### src/rtl/parq_meter_ctrl.sv
// Parking meter sequencer: turns coin pulses into saturating counter loads, paces the countdown, flags expiry.
// Optional grace period between zero credit and expiry is built in when PARQ_GRACE_EN is defined.
module parq_meter_ctrl #(
    parameter int W            = 8,
    parameter int TICK_DIV     = 50000000,
    parameter int COIN_A_UNITS = 10,
    parameter int COIN_B_UNITS = 25,
    parameter int GRACE_TICKS  = 5
) (
    input  logic         i_clk,
    input  logic         i_reset,
    input  logic         i_coin_a,
    input  logic         i_coin_b,
    input  logic         i_cancel,
    input  logic [W-1:0] i_cnt_q,
    input  logic         i_cnt_min_tick,
    input  logic         i_cnt_max_tick,
    output logic         o_cnt_syn_clr,
    output logic         o_cnt_load,
    output logic         o_cnt_en,
    output logic         o_cnt_up,
    output logic [W-1:0] o_cnt_d,
    output logic         o_active,
    output logic         o_expired,
    output logic         o_busy
);

    localparam int PW = $clog2(TICK_DIV);
    localparam logic [W+3:0] A_UNITS = (W+4)'(COIN_A_UNITS);
    localparam logic [W+3:0] B_UNITS = (W+4)'(COIN_B_UNITS);
    localparam logic [W+3:0] SAT_MAX = (W+4)'({W{1'b1}});

    typedef enum logic [1:0] {
        S_IDLE    = 2'd0,
        S_COUNT   = 2'd1,
`ifdef PARQ_GRACE_EN
        S_GRACE   = 2'd2,
`endif
        S_EXPIRED = 2'd3
    } state_t;

    state_t        r_state;
    state_t        w_next_state;
    logic          r_settle;
    logic [1:0]    r_pend_a;
    logic [1:0]    r_pend_b;
    logic [PW-1:0] r_presc;
    logic          r_tick_pend;

    logic          w_clr;
    logic          w_load;
    logic          w_en;
    logic          w_tick_used;
    logic          w_pend_any;
    logic          w_running;
    logic          w_enter_count;
    logic [W+3:0]  w_sum;
    logic [W-1:0]  w_load_val;
    logic          w_unused;

`ifdef PARQ_GRACE_EN
    localparam int GW = (GRACE_TICKS > 1) ? $clog2(GRACE_TICKS) : 1;
    logic [GW-1:0] r_grace_cnt;
`endif

    // Max-tick is informational only; the saturating add already bounds every load.
    assign w_unused = i_cnt_max_tick | (GRACE_TICKS < 0);

    function automatic logic [1:0] f_sat_inc(input logic [1:0] v, input logic inc);
        return (inc && v != 2'd3) ? v + 2'd1 : v;
    endfunction

    assign w_pend_any = |{r_pend_a, r_pend_b};
    assign w_sum      = (W+4)'(i_cnt_q) + (W+4)'(r_pend_a) * A_UNITS + (W+4)'(r_pend_b) * B_UNITS;
    assign w_load_val = (w_sum > SAT_MAX) ? {W{1'b1}} : w_sum[W-1:0];

`ifdef PARQ_GRACE_EN
    assign w_running = (r_state == S_COUNT) || (r_state == S_GRACE);
`else
    assign w_running = (r_state == S_COUNT);
`endif
    assign w_enter_count = (w_next_state == S_COUNT) && (r_state != S_COUNT);

    // Command arbitration: cancel, then coin load, then countdown; SETTLE blocks all but cancel.
    always_comb begin
        // NOTE: every signal driven here gets a default first, otherwise a missed branch infers a latch.
        w_next_state = r_state;
        w_clr        = 1'b0;
        w_load       = 1'b0;
        w_en         = 1'b0;
        w_tick_used  = 1'b0;
        if (i_cancel) begin
            w_clr        = 1'b1;
            w_next_state = S_IDLE;
        end else if (!r_settle) begin
            if (w_pend_any) begin
                w_load       = 1'b1;
                w_next_state = S_COUNT;
            end else begin
                case (r_state)
                    S_COUNT: begin
                        if (i_cnt_min_tick) begin
`ifdef PARQ_GRACE_EN
                            w_next_state = S_GRACE;
`else
                            w_next_state = S_EXPIRED;
`endif
                        end else if (r_tick_pend) begin
                            w_en        = 1'b1;
                            w_tick_used = 1'b1;
                        end
                    end
`ifdef PARQ_GRACE_EN
                    S_GRACE: begin
                        if (r_tick_pend) begin
                            w_tick_used = 1'b1;
                            if (r_grace_cnt == GW'(GRACE_TICKS - 1)) w_next_state = S_EXPIRED;
                        end
                    end
`endif
                    default: ;
                endcase
            end
        end
    end

    assign o_cnt_syn_clr = !i_reset || w_clr;
    assign o_cnt_load    = i_reset && w_load;
    assign o_cnt_en      = i_reset && w_en;
    assign o_cnt_up      = 1'b0;
    assign o_cnt_d       = (i_reset && w_load) ? w_load_val : '0;
    assign o_busy        = i_reset && (w_clr || w_load || w_en || r_settle);
    assign o_active      = i_reset && (w_load || (w_running && !w_clr));
    assign o_expired     = i_reset && (r_state == S_EXPIRED) && !w_load && !w_clr;

    always_ff @(posedge i_clk) begin
        // NOTE: sequential state uses non-blocking assignments so every register samples pre-edge values.
        if (!i_reset) begin
            r_state     <= S_IDLE;
            r_settle    <= 1'b0;
            r_pend_a    <= 2'd0;
            r_pend_b    <= 2'd0;
            r_presc     <= '0;
            r_tick_pend <= 1'b0;
        end else begin
            r_state  <= w_next_state;
            r_settle <= w_clr || w_load || w_en;

            // A coin arriving in the load cycle is kept; one arriving with cancel is dropped.
            if (w_clr) begin
                r_pend_a <= 2'd0;
                r_pend_b <= 2'd0;
            end else if (w_load) begin
                r_pend_a <= {1'b0, i_coin_a};
                r_pend_b <= {1'b0, i_coin_b};
            end else begin
                r_pend_a <= f_sat_inc(r_pend_a, i_coin_a);
                r_pend_b <= f_sat_inc(r_pend_b, i_coin_b);
            end

            if (w_clr || w_enter_count) begin
                r_presc     <= '0;
                r_tick_pend <= 1'b0;
            end else if (w_running) begin
                if (r_presc == PW'(TICK_DIV - 1)) begin
                    r_presc     <= '0;
                    r_tick_pend <= 1'b1;
                end else begin
                    r_presc     <= r_presc + PW'(1);
                    r_tick_pend <= r_tick_pend && !w_tick_used;
                end
            end
        end
    end

`ifdef PARQ_GRACE_EN
    always_ff @(posedge i_clk) begin
        if (!i_reset) begin
            r_grace_cnt <= '0;
        end else if (r_state == S_GRACE && w_next_state == S_GRACE) begin
            r_grace_cnt <= r_grace_cnt + GW'(w_tick_used);
        end else begin
            r_grace_cnt <= '0;
        end
    end
`endif

endmodule
### config.mk
export PLATFORM = sky130hd
export DESIGN_NAME = parq_meter_ctrl
export DESIGN_NICKNAME = d
export VERILOG_FILES = /design/src/rtl/parq_meter_ctrl.sv
export SDC_FILE = /design/constraint.sdc
export NUM_CORES = 1
export LEC_CHECK = 0
export ABC_AREA = 1
export CAP_MARGIN = 5
export CORE_ASPECT_RATIO = 0.5
export CORE_MARGIN = 2
export CORE_UTILIZATION = 57
export CTS_CLUSTER_DIAMETER = 120
export CTS_CLUSTER_SIZE = 16
export DETAILED_ROUTE_END_ITERATION = 8
export GPL_ROUTABILITY_DRIVEN = 1
export PLACE_DENSITY = 0.85
export SLEW_MARGIN = 20
export SYNTH_ARGS = -nofsm -noshare
export SYNTH_HDL_FRONTEND = slang
export SYNTH_SLANG_ARGS = --single-unit
### constraint.sdc
create_clock -name i_clk -period 9 [get_ports i_clk]
set_input_delay 1.8 -clock i_clk [delete_from_list [all_inputs] [get_ports i_clk]]
set_output_delay 1.8 -clock i_clk [all_outputs]
set_load 0.01 [all_outputs]
# Yosys cells after proc, flatten, opt, wreduce, memory -nomap -nowiden

Index checks and enable logic that the tools add are counted.

Add/subtract/negate cells: 5
Multipliers: 2
Div/mod/pow operators: 0
Order comparisons: 1
Equal/unequal tests: 7
Shifts and indexed selects: 0
Muxes and demuxes: 23
Bitwise gates (word level): 1
Reduce and logical (&&, ||, !) cells: 28

Operator list:

| operator                                                                         | number |
|---|---|
| 26-bit by 1-bit adder with 26-bit output, second input constant                  | 1 |
| 26-bit equality test, second input constant                                      | 1 |
| 26-bit 2-to-1 mux                                                                | 1 |
| 8-bit 2-to-1 mux                                                                 | 2 |
| 1-bit 2-to-1 mux                                                                 | 15 |
| 1-bit logical AND                                                                | 12 |
| 9-bit by 7-bit adder with 10-bit output                                          | 1 |
| 10-bit by 8-bit greater-than comparator with 1-bit output, second input constant | 1 |
| 2-bit 2-to-1 mux                                                                 | 5 |
| 8-bit by 6-bit adder with 9-bit output                                           | 1 |
| 2-bit by 5-bit multiplier with 7-bit output, second input constant               | 1 |
| 1-bit logical OR                                                                 | 6 |
| 2-bit by 3-bit multiplier with 5-bit output, second input constant               | 1 |
| 2-bit by 1-bit adder with 2-bit output, second input constant                    | 2 |
| 2-bit by 1-bit equality test with 1-bit output, second input constant            | 2 |
| 1-bit logical NOT                                                                | 4 |
| 2-bit != test, second input constant                                             | 2 |
| 2-bit nonzero test                                                               | 2 |
| 2-bit OR reduction                                                               | 2 |
| 4-bit OR reduction                                                               | 1 |
| 3-bit OR reduction                                                               | 1 |
| 2-bit equality test, second input constant                                       | 1 |
| 2-bit by 1-bit != test with 1-bit output, second input constant                  | 1 |
| 1-bit NOT                                                                        | 1 |

Register bits: 34
Latch bits: 0
Bits in writable memories: 0
ROM bits: 0
Input bits: 15
Output and inout bits: 15
Word-level logic and storage cells: 75
Memories kept: 0

# Depth between registers and ports, before layout

Gate-level depths: netlist of run 1.

Depth in word-level cells: 9
Mapped depth: 13

# Worst setup path before layout of run 1

Ideal clock, no wire load.

Path type: in2out
Start point: in i_cnt_q[4]
End point: out o_cnt_d[0]
Data arrival time: 3.893 ns
Required time: 7.200 ns
Setup slack: 3.307 ns
Cell stages on the path: 11
Path buffers: 0
Cell sequence: fa_1 inv_1 fa_1 inv_1 ha_1 nand2_1 nor3_1 nor2_1 inv_1 o21ai_0 inv_1

Longest elaborated chain between the ends: 5

Ends and longest elaborated chain:

| element                                                   | line | RTL |
|---|---|---|
| start, declared                                           | 15   | `input logic [W-1:0] i_cnt_q,` |
| 8-bit by 6-bit adder with 9-bit output                    | 74   | `assign w_sum = (W+4)'(i_cnt_q) + (W+4)'(r_pend_a) * A_UNITS + (W+4)'(r_pend_b) * B_UNITS;` |
| 9-bit by 7-bit adder with 10-bit output                   | 74   |  |
| 10-bit by 8-bit greater-than comparator with 1-bit output | 75   | `assign w_load_val = (w_sum > SAT_MAX) ? {W{1'b1}} : w_sum[W-1:0];` |
| 8-bit 2-to-1 mux                                          | 75   |  |
| 8-bit 2-to-1 mux                                          | 131  | `assign o_cnt_d = (i_reset && w_load) ? w_load_val : '0;` |
| end, declared                                             | 22   | `output logic [W-1:0] o_cnt_d,` |

No other way between the ends.

# Worst setup path in the final report of run 1

Start point: in i_cnt_q[4]
End point: out o_cnt_d[3]

The elaborated chain is that of the path after synthesis.

==> flow_metrics.env, run 1 <==
export IMPL_r2r_setup_slack_ns=7.02
export IMPL_met2RoutedLength_um=2640
export IMPL_clkSinkCount=34
export IMPL_cts_resized_gates=0
export IMPL_vias_per_cell=5.15
export IMPL_io_pins=30
export IMPL_clock_path_buffers=2
export IMPL_fmax_ghz=0.147
export IMPL_synthesis_area_um2=2520
export IMPL_port_buffers=27
export IMPL_p_leak_nw=1.22
export IMPL_critPathArrivalTime_ns=4.98
export IMPL_cts_tree="built"
export IMPL_synth_warnings=0
export IMPL_die_x_um=98.0
export IMPL_yosysUniqueCellTypes=31
export IMPL_power_density_nw_per_um2=109
export IMPL_yosysMostFrequentCell="nor2_1"
export IMPL_hpwl_um=4170
export IMPL_critPathLaunchType="primary input"
export IMPL_grt_pass1_vias=2201
export IMPL_drc=0
export IMPL_synth_top_flop_cell="dfxtp_1"
export IMPL_grt_usage_pct=22.9
export IMPL_top_layer="met4"
export IMPL_hold_slack_ns=0.499
export IMPL_met3_wirelength_um=276
export IMPL_initial_core_util_pct=58.3
export IMPL_fp_row_count=17
export IMPL_worstMarginPinSlew_ns=0.523
export IMPL_final_max_slew_viol_count=0
export IMPL_cp_max_fo=5
export IMPL_cp_required_ns=7.20
export IMPL_peakVddDrop_mv=0.0571
export IMPL_met1_length_um=2290
export IMPL_setup_viol=0
export IMPL_endpoint_kind="output pin"
export IMPL_wl_per_cell_um=11.8
export IMPL_nNetsFinal=431
export IMPL_grt_pass1_wl_um=9170
export IMPL_clk_latency_ns=0.30
export IMPL_drive_above_1_share_pct=11.2
export IMPL_period_share_pct=75.4
export IMPL_synth_seq_cells=34
export IMPL_maxCapViolations=0
export IMPL_grt_ovfl_total=0
export IMPL_syn_area_per_cell_um2=6.96
export IMPL_max_slew_margin_pct=65.1
export IMPL_cts_setup_buffers=0
export IMPL_routed_wl_um=5300
export IMPL_synth_common_cells="nor2_1 (61), nand2_1 (60), inv_1 (58), dfxtp_1 (34), a21oi_1 (22)"
export IMPL_setup_tns_ns=0
export IMPL_synth_edff_count=0
export IMPL_path_class="in -> out"
export IMPL_core_area_um2=4320
export IMPL_clockRootBuffer="clkbuf_8"
export IMPL_postRouteAntennaNets=0
export IMPL_synth_async_reset_ratio_pct=0
export IMPL_synth_top_area_cell="dfxtp_1"
export IMPL_antenna_found_initial=0
export IMPL_seq_area_frac_synth_pct=27.0
export IMPL_synth_nets=400
export IMPL_synthDominantCellAreaShare_pct=27.0
export IMPL_hold_class="reg -> reg"
export IMPL_routabilityCongestion=0.888
export IMPL_fillers=362
export IMPL_grt_max_degree=17
export IMPL_ys_top_cells_by_area="dfxtp_1 (27%), nor2_1 (9.1%), ha_1 (8.9%), nand2_1 (8.9%), inv_1 (8.6%)"
export IMPL_dieHeight_um=51.0
export IMPL_n_antenna_cell=0
export IMPL_clk_pin_slew_ns=0.07
export IMPL_drtPass1Iterations=4
export IMPL_final_hold_violation_count=0
export IMPL_skew_ns=0.00901
export IMPL_status="complete, no violations"
export IMPL_cts_htree_levels=2
export IMPL_fin_crit_ns=6.78
export IMPL_holdBufCountCts=0
export IMPL_die_area_um2=5000
export IMPL_syn_inst=362
export IMPL_vias=2324
export IMPL_syn_to_final_growth_pct=15.8
export IMPL_grt_setup_unrepaired="false"
export IMPL_drtIter0Drc=113
export IMPL_cts_buffers=5
[through the flow]
stage	worst slack, ns	utilization (%)	power, W	cell area, µm²	cells
final	2.22	67.5	0.000318	2920	451
after global routing	2.02	67.5	0.000332	2920	451
after CTS	2.21	67.5	0.000322	2920	451
after detailed placement	2.22	65.3	0.000201	2820	443
after global placement	2.25	65.3	0.000200	2820	443
after floorplan	3.31	-	0.000186	2520	362
[area by class of cell]
cell class                 count  area (µm²)  area share [%]
multi-input combinational    265        1570            54.0
clock inverter                 2        12.5           0.429
inverter                      60         225            7.72
tap                           57        71.3            2.45
clock buffer                   6        82.6            2.83
timing repair buffer          27         270            9.27
sequential                    34         681            23.3
[flip-flops by register name, summed over array words and instances (netlist names)]
signal / cells
r_tick_pend: 1
r_presc: 26
r_pend_b: 2
r_state: 2
r_pend_a: 2
r_settle: 1
[kinds of logic after synthesis]
family	synth area share [%]
buffers and inverters	10.5
XOR/XNOR	3.48
AND/OR/NAND/NOR	37.6
other	0.149
adder cells (fa/ha/maj)	12.9
AO/OA/AOI/OAI	8.35
flip-flops	27.0
[where the power goes]
| group | internal [W] | total, W | switching [W] |
|---|---|---|---|
| registers | 0.000152 | 0.000153 | 0.00000138 |
| logic | 0.0000195 | 0.0000447 | 0.0000252 |
| clock network | 0.0000615 | 0.000121 | 0.0000594 |
[per-layer routing]
| layer | vias to the layer above | track usage (%) |
|---|---|---|
| met5 | - | 0 |
| li1 | 1202 | - |
| met2 | 67 | 43.9 |
| met3 | 13 | 4.24 |
| met1 | 1042 | 25.5 |
| met4 | 0 | 9.72 |
[cells in the final DEF, fill, tap and decap left out, types with 2 or more instances in the layout]
| master | n |
|---|---|
| nor2_1 | 61 |
| nand2_1 | 60 |
| inv_1 | 58 |
| dfxtp_1 | 34 |
| clkdlybuf4s50_1 | 27 |
| a21oi_1 | 22 |
| nand3_1 | 21 |
| ha_1 | 18 |
| nand2_2 | 12 |
| o21ai_0 | 11 |
| nand4_1 | 11 |
| nor2_4 | 7 |
| nor2_2 | 7 |
| nor3_1 | 6 |
| clkbuf_8 | 6 |
| xnor2_1 | 5 |
| xor2_1 | 5 |
| fa_1 | 5 |
| nand2_4 | 3 |
| o21bai_1 | 2 |
| nand3_2 | 2 |
[worst paths after layout]
path / from / depth (start not counted) / end
min: r_state[1] / 2 / r_state[1]
max reg2reg: r_pend_a[1] / 8 / r_presc[0]
min reg2reg: r_state[1] / 2 / r_state[1]
max: i_cnt_q[4] / 13 / o_cnt_d[3]
[worst max-delay path: stages]
cell	delay, ns
clkdlybuf4s50_1	0.43
fa_1	0.54
inv_1	0.05
fa_1	0.49
inv_1	0.04
ha_1	0.36
nand2_1	0.12
nor3_1	0.06
nor2_1	0.27
inv_1	0.13
o21ai_0	0.17
inv_1	0.06
clkdlybuf4s50_1	0.47
Power figures use the tool's default switching activity.
==> run 2: changes to the inputs <==
CORE_UTILIZATION = 51   (was 57)
PLACE_DENSITY = 0.81   (was 0.85)
clock period = 5.6 ns   (was 9 ns; I/O delays follow)
==> flow_metrics.env, run 2 (synthesis gave the netlist of run 1 again) <==
export IMPL_grt_max_degree=17
export IMPL_hp_start="r_pend_a[1]"
export IMPL_fin_crit_ns=5.37
export IMPL_crit_buf_inv=6
export IMPL_final_hold_violation_count=0
export IMPL_postRouteAntennaNets=0
export IMPL_endpoint_kind="output pin"
export IMPL_r2r_setup_slack_ns=3.61
export IMPL_setup_viol=0
export IMPL_drc=0
export IMPL_critPathLaunchType="primary input"
export IMPL_fillers=424
export IMPL_cts_tree="built"
export IMPL_routabilityCongestion=0.934
export IMPL_min_path_cells=2
export IMPL_r2r_end="r_presc[7]"
export IMPL_die_area_um2=5550
export IMPL_grt_usage_pct=20.7
export IMPL_period_share_pct=95.9
export IMPL_crit_chain="clkdlybuf4s50_1 > fa_1 > inv_1 > fa_1 > inv_1 > ha_1 > nand2_1 > nor3_2 > nor2_4 > inv_1 > o21ai_0 > inv_1 > clkdlybuf4s50_1"
export IMPL_vias=2393
export IMPL_layout_common_cells="nand2_1 (60), nor2_1 (60), inv_1 (58), dfxtp_1 (34), clkdlybuf4s50_1 (27)"
export IMPL_power_density_nw_per_um2=199
export IMPL_hpwl_um=4200
export IMPL_crit_top_cell="inv_1"
export IMPL_drtPass1Iterations=4
export IMPL_grt_ovfl_total=0
export IMPL_initial_core_util_pct=52.0
export IMPL_cts_htree_levels=2
export IMPL_fmax_ghz=0.186
export IMPL_final_max_slew_viol_count=0
export IMPL_core_area_um2=4840
export IMPL_status="complete, no violations"
export IMPL_cts_setup_buffers=0
export IMPL_cp_top_family="adder cells"
export IMPL_cp_max_fo=5
export IMPL_clockRootBuffer="clkbuf_8"
export IMPL_clk_pin_slew_ns=0.07
export IMPL_skew_ns=0.00811
export IMPL_p_leak_nw=1.25
export IMPL_cts_buffers=5
export IMPL_reg2reg_from="r_pend_a[0]"
export IMPL_dieHeight_um=53.7
export IMPL_n_antenna_cell=0
export IMPL_clkSinkCount=34
export IMPL_clock_path_buffers=2
export IMPL_setup_tns_ns=0
export IMPL_path_class="in -> out"
export IMPL_fp_row_count=18
export IMPL_nNetsFinal=431
export IMPL_routed_wl_um=5540
export IMPL_peakVddDrop_mv=0.104
export IMPL_slowest_delay_ns=0.53
export IMPL_reg2reg_depth=8
export IMPL_syn_to_final_growth_pct=18.6
export IMPL_worst_hold_path_endpoint="r_pend_a[1]"
export IMPL_vias_per_cell=5.16
export IMPL_largest_register_ffs=26
export IMPL_drtIter0Drc=101
export IMPL_clk_latency_ns=0.30
export IMPL_critPathArrivalTime_ns=4.25
export IMPL_cp_required_ns=4.48
export IMPL_drive_above_1_share_pct=11.7
export IMPL_largest_register="r_presc"
export IMPL_fin_util_pct=61.7
export IMPL_io_pins=30
export IMPL_grt_setup_unrepaired="false"
export IMPL_cp_slowest_cell="fa_1"
export IMPL_wl_per_cell_um=11.9
export IMPL_hold_class="reg -> reg"
export IMPL_grt_pass1_wl_um=8870
export IMPL_antenna_found_initial=0
export IMPL_grt_pass1_vias=2192
export IMPL_maxCapViolations=0
export IMPL_port_buffers=27
export IMPL_die_x_um=103
==> run 2: cell types whose count changed in the layout (fill, tap and decap cells not counted) <==
cell / before / now
bufinv_16: 0 / 2
clkbuf_8: 6 / 5
clkinv_2: 1 / 0
clkinv_4: 0 / 1
clkinvlp_4: 1 / 0
nor2_1: 61 / 60
nor2_4: 7 / 8
nor3_1: 6 / 5
nor3_2: 1 / 2
==> run 2: worst max path at each step <==
stage | from | to | slack (ns) | depth (start not counted)
finish | i_cnt_q[4] | o_cnt_d[0] | 0.23 | 13
global route | i_cnt_q[4] | o_cnt_d[3] | 0.007 | 13
CTS | i_cnt_q[4] | o_cnt_d[3] | 0.14 | 13
detailed placement | i_cnt_q[4] | o_cnt_d[3] | 0.14 | 13
global placement | i_cnt_q[4] | o_cnt_d[4] | 0.20 | 13
floorplan | i_cnt_q[4] | o_cnt_d[0] | 1.27 | 11
==> run 2: through the flow <==
step	setup WS [ns]	hold WS [ns]	power, W	area [µm²]	instances
after global routing	0.00680	0.524	0.000616	2990	464
after detailed placement	0.144	0.480	0.000324	2840	456
after global placement	0.202	0.467	0.000320	2840	456
after floorplan	1.27	0.456	0.000300	2520	362
after CTS	0.142	0.491	0.000594	2980	464
final	0.227	0.490	0.000595	2990	464
==> run 2: cell type report <==
cell class / count / area [µm²] / area share, %
inverters: 60 / 225 / 7.54
well taps: 70 / 87.6 / 2.93
clock inverters: 3 / 68.8 / 2.30
clock buffers: 5 / 68.8 / 2.30
multi-input cells: 265 / 1590 / 53.1
flip-flops and latches: 34 / 681 / 22.8
repair buffers: 27 / 270 / 9.05
==> run 2: worst min-delay path, stage by stage (launching register included) <==
cell	delay (ns)
dfxtp_1	0.33
nand2_1	0.06
a21oi_1	0.05
==> run 2: what timing repair did <==
action / CTS / global route
endpoints found under the setup margin: 0 / 4
hold buffers: 0 / 0
gates resized for setup: 0 / 3
==> run 2: power breakdown <==
group	internal [W]	switching, W
clock network	0.000178	0.0000971
registers	0.000244	0.00000250
logic	0.0000314	0.0000422
total	0.000453	0.000142
==> run 2: per-layer routing <==
metal	track usage, %	part of all wire, %	vias up
li1	-	-	1204
met1	22.9	44	1124
met2	39.8	51	57
met3	4.81	4.3	8
met4	7.02	1.0	0
met5	0	0	-
==> run 3: changes to the inputs <==
CTS_CLUSTER_SIZE = 40   (was 16)
PLACE_DENSITY = 0.73   (was 0.81)
RECOVER_POWER = 25   (was unset)
==> flow_metrics.env, run 3 (synthesis gave the netlist of run 1 again) <==
export IMPL_hpwl_um=4180
export IMPL_grt_pass1_wl_um=8880
export IMPL_final_common_cell="nor2_1"
export IMPL_cp_slowest_cell="fa_1"
export IMPL_fp_row_count=18
export IMPL_fmax_ghz=0.184
export IMPL_p_int_w=0.000373
export IMPL_wl_per_cell_um=11.7
export IMPL_cts_buffers=5
export IMPL_drtPass1Iterations=5
export IMPL_cts_setup_buffers=0
export IMPL_path_class="in -> out"
export IMPL_r2r_end="r_presc[0]"
export IMPL_finalPower_w=0.000510
export IMPL_netSwitchingFraction_pct=26.8
export IMPL_min_path_cells=2
export IMPL_grt_pass1_vias=2120
export IMPL_status="complete, no violations"
export IMPL_final_max_slew_viol_count=0
export IMPL_met3_usage_pct=4.29
export IMPL_reg2reg_from="r_pend_b[0]"
export IMPL_vias=2332
export IMPL_crit_chain="clkdlybuf4s50_1 > fa_1 > inv_1 > fa_1 > inv_1 > ha_1 > nand2_1 > nor3_2 > nor2_4 > inv_1 > o21ai_0 > inv_1 > clkdlybuf4s50_1"
export IMPL_drc=0
export IMPL_fillers=447
export IMPL_initial_core_util_pct=52.0
export IMPL_die_x_um=103
export IMPL_antenna_found_initial=0
export IMPL_maxCapViolations=0
export IMPL_hold_class="reg -> reg"
export IMPL_grt_busiest_layer="met2"
export IMPL_syn_to_final_growth_pct=16.2
export IMPL_period_share_pct=97.0
export IMPL_crit_buf_inv=6
export IMPL_grt_util_met1_pct=24.6
export IMPL_dieHeight_um=53.7
export IMPL_slowest_delay_ns=0.55
export IMPL_reg2reg_depth=8
export IMPL_drtIter0Drc=96
export IMPL_cp_max_fo=5
export IMPL_nNetsFinal=431
export IMPL_grt_max_degree=17
export IMPL_cts_htree_levels=2
export IMPL_cp_top_family="adder cells"
export IMPL_power_density_nw_per_um2=174
export IMPL_met2_usage_pct=37.4
export IMPL_p_leak_nw=1.22
export IMPL_routed_wl_um=5410
export IMPL_cp_required_ns=4.48
export IMPL_peakVddDrop_mv=0.0873
export IMPL_cts_tree="built"
export IMPL_critPathLaunchType="primary input"
export IMPL_clockRootBuffer="clkbuf_8"
export IMPL_io_pins=30
export IMPL_fin_crit_ns=5.43
export IMPL_p_seq_share_pct=48.2
export IMPL_port_buffers=27
export IMPL_routabilityCongestion=0.841
export IMPL_postRouteAntennaNets=0
export IMPL_setup_viol=0
export IMPL_hp_start="r_tick_pend"
export IMPL_endpoint_kind="output pin"
export IMPL_grt_ovfl_total=0
export IMPL_max_slew_margin_pct=32.7
export IMPL_clk_latency_ns=0.29
export IMPL_clk_pin_slew_ns=0.07
export IMPL_die_area_um2=5550
export IMPL_setup_tns_ns=0
export IMPL_drive_above_1_share_pct=11.2
export IMPL_largest_register="r_presc"
export IMPL_core_area_um2=4840
export IMPL_final_hold_violation_count=0
export IMPL_skew_ns=0.00435
export IMPL_largest_register_ffs=26
export IMPL_layout_common_cells="nor2_1 (61), nand2_1 (60), inv_1 (58), dfxtp_1 (34), clkdlybuf4s50_1 (26)"
export IMPL_p_comb_share_pct=14.1
export IMPL_worst_hold_path_endpoint="r_tick_pend"
export IMPL_vias_per_cell=5.03
export IMPL_p_sw_w=0.000136
export IMPL_worstMarginPinSlew_ns=0.999
export IMPL_n_antenna_cell=0
export IMPL_critPathArrivalTime_ns=4.31
export IMPL_grt_setup_unrepaired="false"
export IMPL_clkPwrFrac_pct=37.7
export IMPL_grt_usage_pct=20.6
export IMPL_crit_top_cell="inv_1"
export IMPL_clkSinkCount=34
export IMPL_r2r_setup_slack_ns=2.98
export IMPL_clock_path_buffers=2
[run 3: worst max-delay path by stage]
stage                     startpoint          to  slack [ns]  depth (start not counted)
after floorplan           i_cnt_q[4]  o_cnt_d[0]        1.27                         11
after global placement    i_cnt_q[4]  o_cnt_d[4]        0.18                         13
after detailed placement  i_cnt_q[4]  o_cnt_d[3]        0.14                         13
after CTS                 i_cnt_q[4]  o_cnt_d[3]        0.13                         13
after global routing      i_cnt_q[4]  o_cnt_d[4]       0.009                         13
final                     i_cnt_q[4]  o_cnt_d[3]        0.17                         13
[run 3: power groups by stage]
stage | sequential (W) | combinational, W | clock, W
2_1_floorplan | 0.000251 | 0.0000487 | 0
3_3_place_gp | 0.000251 | 0.0000695 | 0
3_5_place_dp | 0.000252 | 0.0000725 | 0
4_1_cts | 0.000246 | 0.0000731 | 0.000197
5_1_grt | 0.000246 | 0.0000814 | 0.000211
6_report | 0.000246 | 0.0000719 | 0.000192
[run 3: worst reg2reg max path: cells and delay by family (launching register included)]
| family | cells | cell delay (ns) |
|---|---|---|
| AND/OR/NAND/NOR | 4 | 0.62 |
| AO/OA/AOI/OAI | 1 | 0.81 |
| buffers and inverters | 2 | 0.37 |
| flip-flops | 1 | 0.50 |
| adder cells (fa/ha/maj) | 1 | 0.20 |
[run 3: final cells by class]
type / instances / area, µm² / share of cell area (%)
clock buffer: 6 / 82.6 / 2.82
clock inverter: 2 / 12.5 / 0.428
inverter: 60 / 225 / 7.70
timing repair buffer: 27 / 270 / 9.23
multi-input combinational: 265 / 1570 / 53.6
sequential: 34 / 681 / 23.3
tap: 70 / 87.6 / 2.99
[run 3: what timing repair did]
action / 4_1_cts / 5_1_grt
resized for setup: 0 / 3
hold buffers: 0 / 0
endpoints found under the setup margin: 0 / 4
[run 3: per-stage QoR]
step	hold slack [ns]	instance area, µm²	std cells	util [%]	worst slack (ns)
2_1_floorplan	0.456	2520	362	-	1.27
3_3_place_gp	0.468	2840	456	58.6	0.184
3_5_place_dp	0.484	2840	456	58.6	0.142
4_1_cts	0.494	2930	464	60.6	0.126
5_1_grt	0.509	2930	464	60.4	0.00856
6_report	0.494	2930	464	60.4	0.169
[run 3: routing by layer]
| metal | vias up | share of wire (%) |
|---|---|---|
| li1 | 1195 | - |
| met5 | - | 0 |
| met2 | 51 | 48 |
| met4 | 0 | 1.6 |
| met1 | 1072 | 46 |
| met3 | 14 | 4.6 |
